[config.mk]
export PLATFORM = sky130hd
export DESIGN_NAME = serial_ram_arbiter
export DESIGN_NICKNAME = d
export VERILOG_FILES = /design/src/rtl/serial_ram_arbiter.sv
export SDC_FILE = /design/constraint.sdc
export NUM_CORES = 1
export LEC_CHECK = 0
export BUFFER_PORTS_ARGS = -buffer_cell sky130_fd_sc_hd__buf_2
export CAP_MARGIN = 10
export CORE_ASPECT_RATIO = 0.6
export CORE_MARGIN = 2
export CORE_UTILIZATION = 52
export CTS_CLUSTER_DIAMETER = 200
export DETAILED_ROUTE_END_ITERATION = 6
export PLACE_DENSITY = 0.82
export SYNTH_ARGS = -nofsm -noshare
export SYNTH_HDL_FRONTEND = slang
export SYNTH_SLANG_ARGS = --single-unit
[constraint.sdc]
create_clock -name clk -period 1.83 [get_ports clk]
set_input_delay 0.2745 -clock clk [delete_from_list [all_inputs] [get_ports clk]]
set_output_delay 0.2745 -clock clk [all_outputs]
set_load 0.005 [all_outputs]
[src/rtl/serial_ram_arbiter.sv]
// Two-port read arbiter for a nibble-serial external RAM: one address frame of
// CYCLES clocks is issued back to back, with reads pipelined across frames.
module serial_ram_arbiter #(
  parameter int ADDR_PINS   = 4,
  parameter int DATA_PINS   = 4,
  parameter int LOG2_CYCLES = 2,
  parameter int RD_LATENCY  = 7
) (
  input  logic                                      clk,
  input  logic                                      reset,
  input  logic [1:0]                                req_valid,
  input  logic [ADDR_PINS*(2**LOG2_CYCLES)-1:0]     req_addr0,
  input  logic [ADDR_PINS*(2**LOG2_CYCLES)-1:0]     req_addr1,
  output logic [1:0]                                req_ready,
  output logic [ADDR_PINS-1:0]                      addr_out,
  input  logic [DATA_PINS-1:0]                      data_in,
  output logic                                      rsp_valid,
  output logic                                      rsp_id,
  output logic [DATA_PINS*(2**LOG2_CYCLES)-1:0]     rsp_data
);

  localparam int CYCLES = 2 ** LOG2_CYCLES;
  localparam int AW     = ADDR_PINS * CYCLES;
  localparam int DW     = DATA_PINS * CYCLES;
  // pipe stage PIPE_D-1 marks the cycle in which the last data nibble arrives
  localparam int PIPE_D = RD_LATENCY + CYCLES - 1;
  localparam logic [LOG2_CYCLES-1:0] CNT_LAST = LOG2_CYCLES'(CYCLES - 1);

  logic [LOG2_CYCLES-1:0] cnt;
  logic                   boundary;
  logic                   start;
  logic [1:0]             grant;
  logic                   last_grant;
  logic [AW-1:0]          addr_reg;
  logic                   frame_v;
  logic                   frame_id;
  logic [PIPE_D-1:0]      pipe_v;
  logic [PIPE_D-1:0]      pipe_id;
  logic [DW-DATA_PINS-1:0] acc;
  logic [DW-1:0]          acc_next;

  assign boundary = !reset && (cnt == CNT_LAST);
  assign start    = (cnt == '0) && frame_v;

  always_comb begin
    grant = 2'b00;
    if (boundary) begin
      case (req_valid)
        2'b11:   grant = last_grant ? 2'b01 : 2'b10;
        default: grant = req_valid;
      endcase
    end
  end

  assign req_ready = grant;
  assign addr_out  = reset ? '0 : addr_reg[ADDR_PINS*int'(cnt) +: ADDR_PINS];

  // incoming nibbles shift in from the top, so nibble 0 ends up lowest
  assign acc_next = {data_in, acc};

  always_ff @(posedge clk) begin
    if (reset) begin
      cnt        <= '0;
      addr_reg   <= '0;
      frame_v    <= 1'b0;
      frame_id   <= 1'b0;
      last_grant <= 1'b1;
      pipe_v     <= '0;
      pipe_id    <= '0;
      acc        <= '0;
      rsp_valid  <= 1'b0;
      rsp_id     <= 1'b0;
      rsp_data   <= '0;
    end else begin
      cnt <= cnt + LOG2_CYCLES'(1);
      if (boundary) begin
        frame_v  <= |grant;
        frame_id <= grant[1];
        addr_reg <= grant[1] ? req_addr1 : (grant[0] ? req_addr0 : '0);
        if (|grant) last_grant <= grant[1];
      end
      pipe_v[0]  <= start;
      pipe_id[0] <= frame_id;
      for (int i = 1; i < PIPE_D; i++) begin
        pipe_v[i]  <= pipe_v[i-1];
        pipe_id[i] <= pipe_id[i-1];
      end
      acc       <= acc_next[DW-1:DATA_PINS];
      rsp_valid <= pipe_v[PIPE_D-1];
      if (pipe_v[PIPE_D-1]) begin
        rsp_data <= acc_next;
        rsp_id   <= pipe_id[PIPE_D-1];
      end
    end
  end

endmodule

==> insert_results.sql, run 1 <==
INSERT INTO impl_metrics (metric_group, metric, value, unit) VALUES
('detailed_routing', 'drcViolationCount', '0', ''),
('floorplanning', 'design.portCount', '64', ''),
('global_route', 'grt_pass1_vias', '1754', ''),
('timing', 'rsz0062_at_grt', 'yes', ''),
('global_route', 'grt_max_degree', '43', ''),
('yosys', 'synth_cell_types', '28', ''),
('worst_hold_path', 'min_delay_worst_type', 'primary input to flop', ''),
('place', 'numPortBuffers', '63', ''),
('clock_tree', 'cts_root_buffer', 'clkbuf_8', ''),
('worst_setup_path', 'crit_arrival', '1.52', 'ns'),
('yosys', 'synthesis.nets', '287', ''),
('detailed_routing', 'routed_wire_per_std_cell', '13.7', 'um'),
('cells_and_area', 'antennaDiodeCount', '0', ''),
('pwr', 'share_comb_of_total_power', '8.0', '%'),
('floorplanning', 'fp.dieArea', '5730', 'um^2'),
('global_route', 'grt_antenna_before_repair', '0', ''),
('place', 'place.gp.congestion', '0.871', ''),
('cells_and_area', 'final_common_cell', 'dfxtp_1', ''),
('worst_setup_path', 'critPathLaunchType', 'flop', ''),
('worst_setup_path', 'critical_path.max_fanout', '7', ''),
('timing', 'min_period_over_period', '98.0', '%'),
('floorplanning', 'chipHeight', '59.4', 'um'),
('clock_tree', 'clkSinkCount', '71', ''),
('pwr', 'leakage', '0.00131', 'uW'),
('pwr', 'switching_share', '23.4', '%'),
('floorplanning', 'core-area', '5000', 'um^2'),
('worst_setup_path', 'timing_worst_setup_path_type', 'flop to primary output', ''),
('worst_setup_path', 'cpPeakStageDelay', '0.52', 'ns'),
('worst_setup_path', 'critical_path.slowest_cell', 'mux4_2', ''),
('clock_tree', 'holdBufCountCts', '0', ''),
('place', 'hpwl', '3650', 'um'),
('pwr', 'pwr-share-seq', '53.0', '%'),
('yosys', 'post-synth-top-area-cell', 'dfxtp_1', ''),
('yosys', 'synthesis.area_per_instance', '10.9', 'um^2'),
('yosys', 'synth.area.top_cells', 'dfxtp_1 (53%), nor2b_1 (8.7%), mux2i_1 (6.8%), nor2_1 (5.2%), a211oi_2 (4.7%)', ''),
('clock_tree', 'cts_buffers', '9', ''),
('detailed_routing', 'route.final.wire_length', '5250', 'um'),
('worst_setup_path', 'setup.worst_path.end_class', 'primary output', ''),
('pwr', 'pwr-share-clk', '39.0', '%'),
('timing', 'timing_hold_violations_final', '0', ''),
('global_route', 'first_pass_grt_wire_length', '8420', 'um'),
('worst_setup_path', 'critical_path_required', '1.56', 'ns'),
('pwr', 'power.net_switching', '707', 'uW'),
('pwr', 'power.density_cell_area', '927', 'nW/um^2'),
('clock_tree', 'clk_path_buf_depth', '2', ''),
('yosys', 'share_of_synthesized_area_occupied_by_flip_flops_and_latches', '53.4', '%'),
('detailed_routing', 'drt_first_iter_violations', '108', ''),
('yosys', 'syn-instance-count', '245', ''),
('timing', 'clock-skew-final', '0.0115', 'ns'),
('clock_tree', 'clk_transition_reported_paths', '0.07', 'ns'),
('global_route', 'grt_overflow', '0', ''),
('clock_tree', 'clkLatencyLatePin', '0.32', 'ns'),
('yosys', 'synth_seq_cells', '71', ''),
('timing', 'setup_viol_count_final', '0', ''),
('detailed_routing', 'first_pass_iteration_count_of_the_detailed_router', '4', ''),
('detailed_routing', 'routed-via-count', '1899', ''),
('timing', 'max_slew_margin', '74.4', '%'),
('cells_and_area', 'finalCoreUtilization', '65.3', '%'),
('cells_and_area', 'final_layout_size_suffix_gt1_share', '38.8', '%'),
('pwr', 'p_int', '2320', 'uW'),
('detailed_routing', 'post_drt_via_cell_ratio', '4.96', ''),
('place', 'dpl-instance-area', '3040', 'um^2'),
('clock_tree', 'htree_depth', '3', ''),
('run_status', 'run_status', 'completed', ''),
('yosys', 'synth_top_cell_area_share', '53.4', '%'),
('worst_setup_path', 'timing.critical_path.cells', 'mux4_2, nor2b_4, buf_2', ''),
('global_route', 'global_route.usage.total', '20.0', '%'),
('job', 'maxCapViolations', '0', ''),
('cells_and_area', 'layout_common_cells', 'dfxtp_1 (70), buf_2 (63), nor2_1 (37), nor2b_1 (33), mux2i_1 (18)', ''),
('timing', 'max_freq', '558', 'MHz'),
('floorplanning', 'floorplan.initialDensity', '53.2', '%');
## critical path, delay by kind of cell (launching register included)
family,cells,cell delay [ns]
muxes,1,0.52
DFF,1,0.41
and+or+nand+nor,1,0.14
buffers and inverters,1,0.13
## cells by family after synthesis
family / synth area share (%)
AND/OR/NAND/NOR: 19.4
multiplexers: 10.1
flip-flops: 53.4
AO/OA/AOI/OAI: 11.8
adder cells (fa/ha/maj): 0.939
buffers and inverters: 4.41
## layer usage
| layer | up-vias | GRT usage [%] | routed length, um |
|---|---|---|---|
| met5 | - | 0 | 0 |
| met4 | 0 | 5.63 | 17 |
| met3 | 2 | 8.27 | 348 |
| met2 | 46 | 28.9 | 2330 |
| met1 | 888 | 27.7 | 2550 |
| li1 | 963 | - | - |
## cell usage after synthesis, drive strengths merged
cell type,count
nand2,3
nor2b,37
buf,14
nand3,14
nor3b,4
a221o,2
mux4,4
a21boi,1
nor2,37
dfxtp,71
clkbuf,3
mux2i,18
ha,2
inv,3
nand2b,1
and2b,1
a21oi,14
a211oi,15
a211o,1
## power by group through the flow
| stage | combinational [uW] | clock, uW | sequential [uW] |
|---|---|---|---|
| global placement | 225 | 0 | 1640 |
| finish | 241 | 1180 | 1610 |
| floorplan | 153 | 0 | 1630 |
| detailed placement | 232 | 0 | 1640 |
| global route | 267 | 1280 | 1610 |
| CTS | 233 | 1210 | 1610 |
## through the flow
stage          hold WS (ns)  setup slack, ns  setup TNS [ns]  power [uW]  cells
2_1_floorplan         0.403            0.433               0        1780    245
3_3_place_gp          0.417            0.204               0        1870    368
3_5_place_dp          0.422            0.184               0        1870    368
4_1_cts               0.148           0.0119               0        3050    383
5_1_grt               0.156          -0.0489          -0.208        3160    383
6_report              0.175           0.0365               0        3030    383
## path summary, 6_finish.rpt
check / from / end / slack, ns / cells past startpoint
setup / recovery: cnt[0]$_SDFF_PP0_ / addr_out[0] / 0.04 / 3
hold / removal: req_addr0[7] / addr_reg[7]$_SDFFE_PP0P_ / 0.18 / 2
setup reg to reg: last_grant$_SDFFE_PP1P_ / addr_reg[15]$_SDFFE_PP0P_ / 0.48 / 4
hold reg to reg: pipe_v[5]$_SDFF_PP0_ / pipe_v[6]$_SDFF_PP0_ / 0.44 / 1
## timing repair
action / in CTS / in global routing
resized for setup: 2 / 9
pin swaps: 0 / 0
hold endpoints to repair: 0 / 0
endpoints found under the setup margin: 6 / 5
buffers inserted: 0 / 0
## area by class of cell
type,count,area (um^2)
Tap cell,66,82.6
Multi-Input combinational cell,154,1160
Clock inverter,5,58.8
Inverter,3,11.3
Sequential cell,71,1430
Clock buffer,10,128
Timing Repair Buffer,74,398
Fill cell,404,1740
Power figures use the tool's default switching activity.
==> inputs of run 2 (changes only) <==
CAP_MARGIN = 20   (was 10)
CORE_UTILIZATION = 40   (was 52)
PLACE_DENSITY = 0.67   (was 0.82)
==> run 2 against run 1 <==
- final cell count up 4.7%
- largest power group unchanged
- critical path depth stayed put
- die area up 28%
- first-iteration DRC count shrank 43%
- critical path type unchanged
- highest routed layer unchanged
- setup slack got worse by 0.017 ns
==> insert_results.sql, run 2 (synthesis results as in run 1) <==
INSERT INTO impl_metrics (metric_group, metric, value, unit) VALUES
('run_status', 'run_status', 'completed', ''),
('timing', 'max_slew_margin', '69.5', '%'),
('global_route', 'grt_max_degree', '48', ''),
('clock_tree', 'clk_transition_reported_paths', '0.08', 'ns'),
('clock_tree', 'cts_tree', 'built', ''),
('clock_tree', 'cts_buffers', '9', ''),
('cells_and_area', 'layout_common_cells', 'dfxtp_1 (70), buf_2 (63), nor2_1 (37), nor2b_1 (36), mux2i_1 (18)', ''),
('timing', 'rsz0062_at_grt', 'yes', ''),
('cells_and_area', 'final_layout_size_suffix_gt1_share', '38.2', '%'),
('worst_setup_path', 'critical_path_required', '1.56', 'ns'),
('worst_setup_path', 'critPathLaunchType', 'flop', ''),
('worst_setup_path', 'setup.worst_path.end_class', 'primary output', ''),
('clock_tree', 'cts_root_buffer', 'clkbuf_8', ''),
('floorplanning', 'die_w', '109', 'um'),
('detailed_routing', 'post_drt_via_cell_ratio', '4.73', ''),
('detailed_routing', 'drt_first_iter_violations', '62', ''),
('worst_setup_path', 'rrSetupSlack', '0.47', 'ns'),
('pwr', 'peakVddDrop', '555', 'uV'),
('global_route', 'global_route.usage.total', '16.5', '%'),
('clock_tree', 'clkLatencyLatePin', '0.35', 'ns'),
('clock_tree', 'holdBufCountCts', '0', ''),
('floorplanning', 'fp.dieArea', '7350', 'um^2'),
('place', 'dpl-instance-area', '3060', 'um^2'),
('job', 'maxCapViolations', '0', ''),
('global_route', 'grt_antenna_before_repair', '0', ''),
('place', 'hpwl', '3820', 'um'),
('worst_setup_path', 'timing_worst_setup_path_type', 'flop to primary output', ''),
('timing', 'final_max_slew_viol_count', '0', ''),
('detailed_routing', 'first_pass_iteration_count_of_the_detailed_router', '4', ''),
('cells_and_area', 'fin_nets', '355', ''),
('timing', 'max_slew.worst_pin.slew', '0.457', 'ns'),
('timing', 'clock-skew-final', '0.0121', 'ns'),
('worst_hold_path', 'min_from', 'data_in[0]', ''),
('global_route', 'grt_pass1_vias', '1790', ''),
('place', 'place.detailed.instances', '386', ''),
('timing', 'max_freq', '552', 'MHz'),
('worst_hold_path', 'min_delay_worst_type', 'primary input to flop', ''),
('pwr', 'leakage', '0.00132', 'uW'),
('detailed_routing', 'drcViolationCount', '0', ''),
('place', 'place.gp.congestion', '0.817', ''),
('cells_and_area', 'finalNonFillerCells', '401', ''),
('timing', 'min_period_over_period', '99.0', '%'),
('cells_and_area', 'multi_input_area', '1130', 'um^2'),
('clock_tree', 'number_of_gates_resized_after_cts', '3', ''),
('cells_and_area', 'synthToLayoutAreaGrowth', '23.1', '%'),
('worst_hold_path', 'min_delay_path_depth', '2', ''),
('cells_and_area', 'antennaDiodeCount', '0', ''),
('cells_and_area', 'final_common_cell', 'dfxtp_1', ''),
('global_route', 'grt_overflow', '0', ''),
('worst_setup_path', 'r2r.worst_path.cells', '5', ''),
('floorplanning', 'chipHeight', '67.2', 'um'),
('worst_setup_path', 'critical_path.reg2reg.startpoint', 'cnt[0]$_SDFF_PP0_', ''),
('floorplanning', 'design.portCount', '64', ''),
('worst_hold_path', 'hold_path_end', 'acc[8]$_SDFF_PP0_', ''),
('floorplanning', 'placement_rows', '22', ''),
('worst_setup_path', 'reg2reg_to', 'addr_reg[9]$_SDFFE_PP0P_', ''),
('worst_setup_path', 'crit_arrival', '1.54', 'ns'),
('pwr', 'power.density_cell_area', '956', 'nW/um^2'),
('clock_tree', 'post_cts_buffers', '0', ''),
('timing', 'period_needed', '1.81', 'ns'),
('timing', 'timing_hold_violations_final', '0', ''),
('timing', 'totalNegativeSetupSlack', '0', 'ns'),
('detailed_routing', 'route.final.wire_length', '5510', 'um'),
('cells_and_area', 'design_area', '3280', 'um^2'),
('detailed_routing', 'routed-via-count', '1897', ''),
('floorplanning', 'core-area', '6280', 'um^2'),
('clock_tree', 'clk_path_buf_depth', '2', ''),
('detailed_routing', 'drt.antenna.violating_nets', '0', ''),
('clock_tree', 'htree_depth', '3', ''),
('floorplanning', 'floorplan.initialDensity', '42.4', '%'),
('timing', 'setup_viol_count_final', '0', ''),
('timing', 'min_hold_slack', '0.150', 'ns'),
('clock_tree', 'clkSinkCount', '71', ''),
('worst_setup_path', 'critical_path.max_fanout', '7', ''),
('place', 'numPortBuffers', '63', ''),
('detailed_routing', 'routed_wire_per_std_cell', '13.7', 'um'),
('cells_and_area', 'sequential_cell_area', '1430', 'um^2'),
('cells_and_area', 'nFillCells', '568', ''),
('global_route', 'first_pass_grt_wire_length', '8940', 'um');
-- run 2: worst max-delay path, cell delays in order (launching register included) --
cell	delay (ns)
dfxtp_4	0.42
mux4_2	0.51
nor2b_4	0.14
buf_2	0.13
-- run 2: worst max-delay path by stage --
stage / startpoint / endpoint / slack, ns / cells past startpoint
detailed placement: cnt[0]$_SDFF_PP0_ / req_ready[0] / 0.20 / 4
CTS: cnt[0]$_SDFF_PP0_ / addr_out[3] / 0.005 / 3
finish: cnt[0]$_SDFF_PP0_ / addr_out[3] / 0.02 / 3
floorplan: cnt[0]$_SDFF_PP0_ / addr_out[0] / 0.43 / 3
global route: cnt[0]$_SDFF_PP0_ / addr_out[0] / -0.06 / 3
global placement: cnt[0]$_SDFF_PP0_ / req_ready[0] / 0.23 / 4
-- run 2: cell type report --
type	count	share of cell area [%]
Timing Repair Buffer	74	12.1
Clock buffer	11	4.62
Sequential cell	71	43.5
Clock inverter	4	1.64
Tap cell	84	3.20
Inverter	3	0.343
Multi-Input combinational cell	154	34.6
-- run 2: per-stage QoR --
stage | setup WS (ns) | power, uW | util [%]
floorplan | 0.433 | 1780 | -
global placement | 0.234 | 1870 | 48.8
detailed placement | 0.195 | 1880 | 48.8
CTS | 0.00533 | 3170 | 52.1
global route | -0.0554 | 3270 | 52.3
finish | 0.0192 | 3130 | 52.3
-- run 2: per-layer routing --
layer / wire, um / part of all wire, % / GRT usage, %
met5: 0 / 0 / 0
met4: 97 / 1.8 / 7.59
met3: 326 / 5.9 / 6.18
met2: 2060 / 37 / 21.3
met1: 3020 / 55 / 23.9
-- run 2: report_power, final --
part           internal [uW]  switching, uW
Sequential              1580           26.4
Combinational            111            124
Clock                    701            591
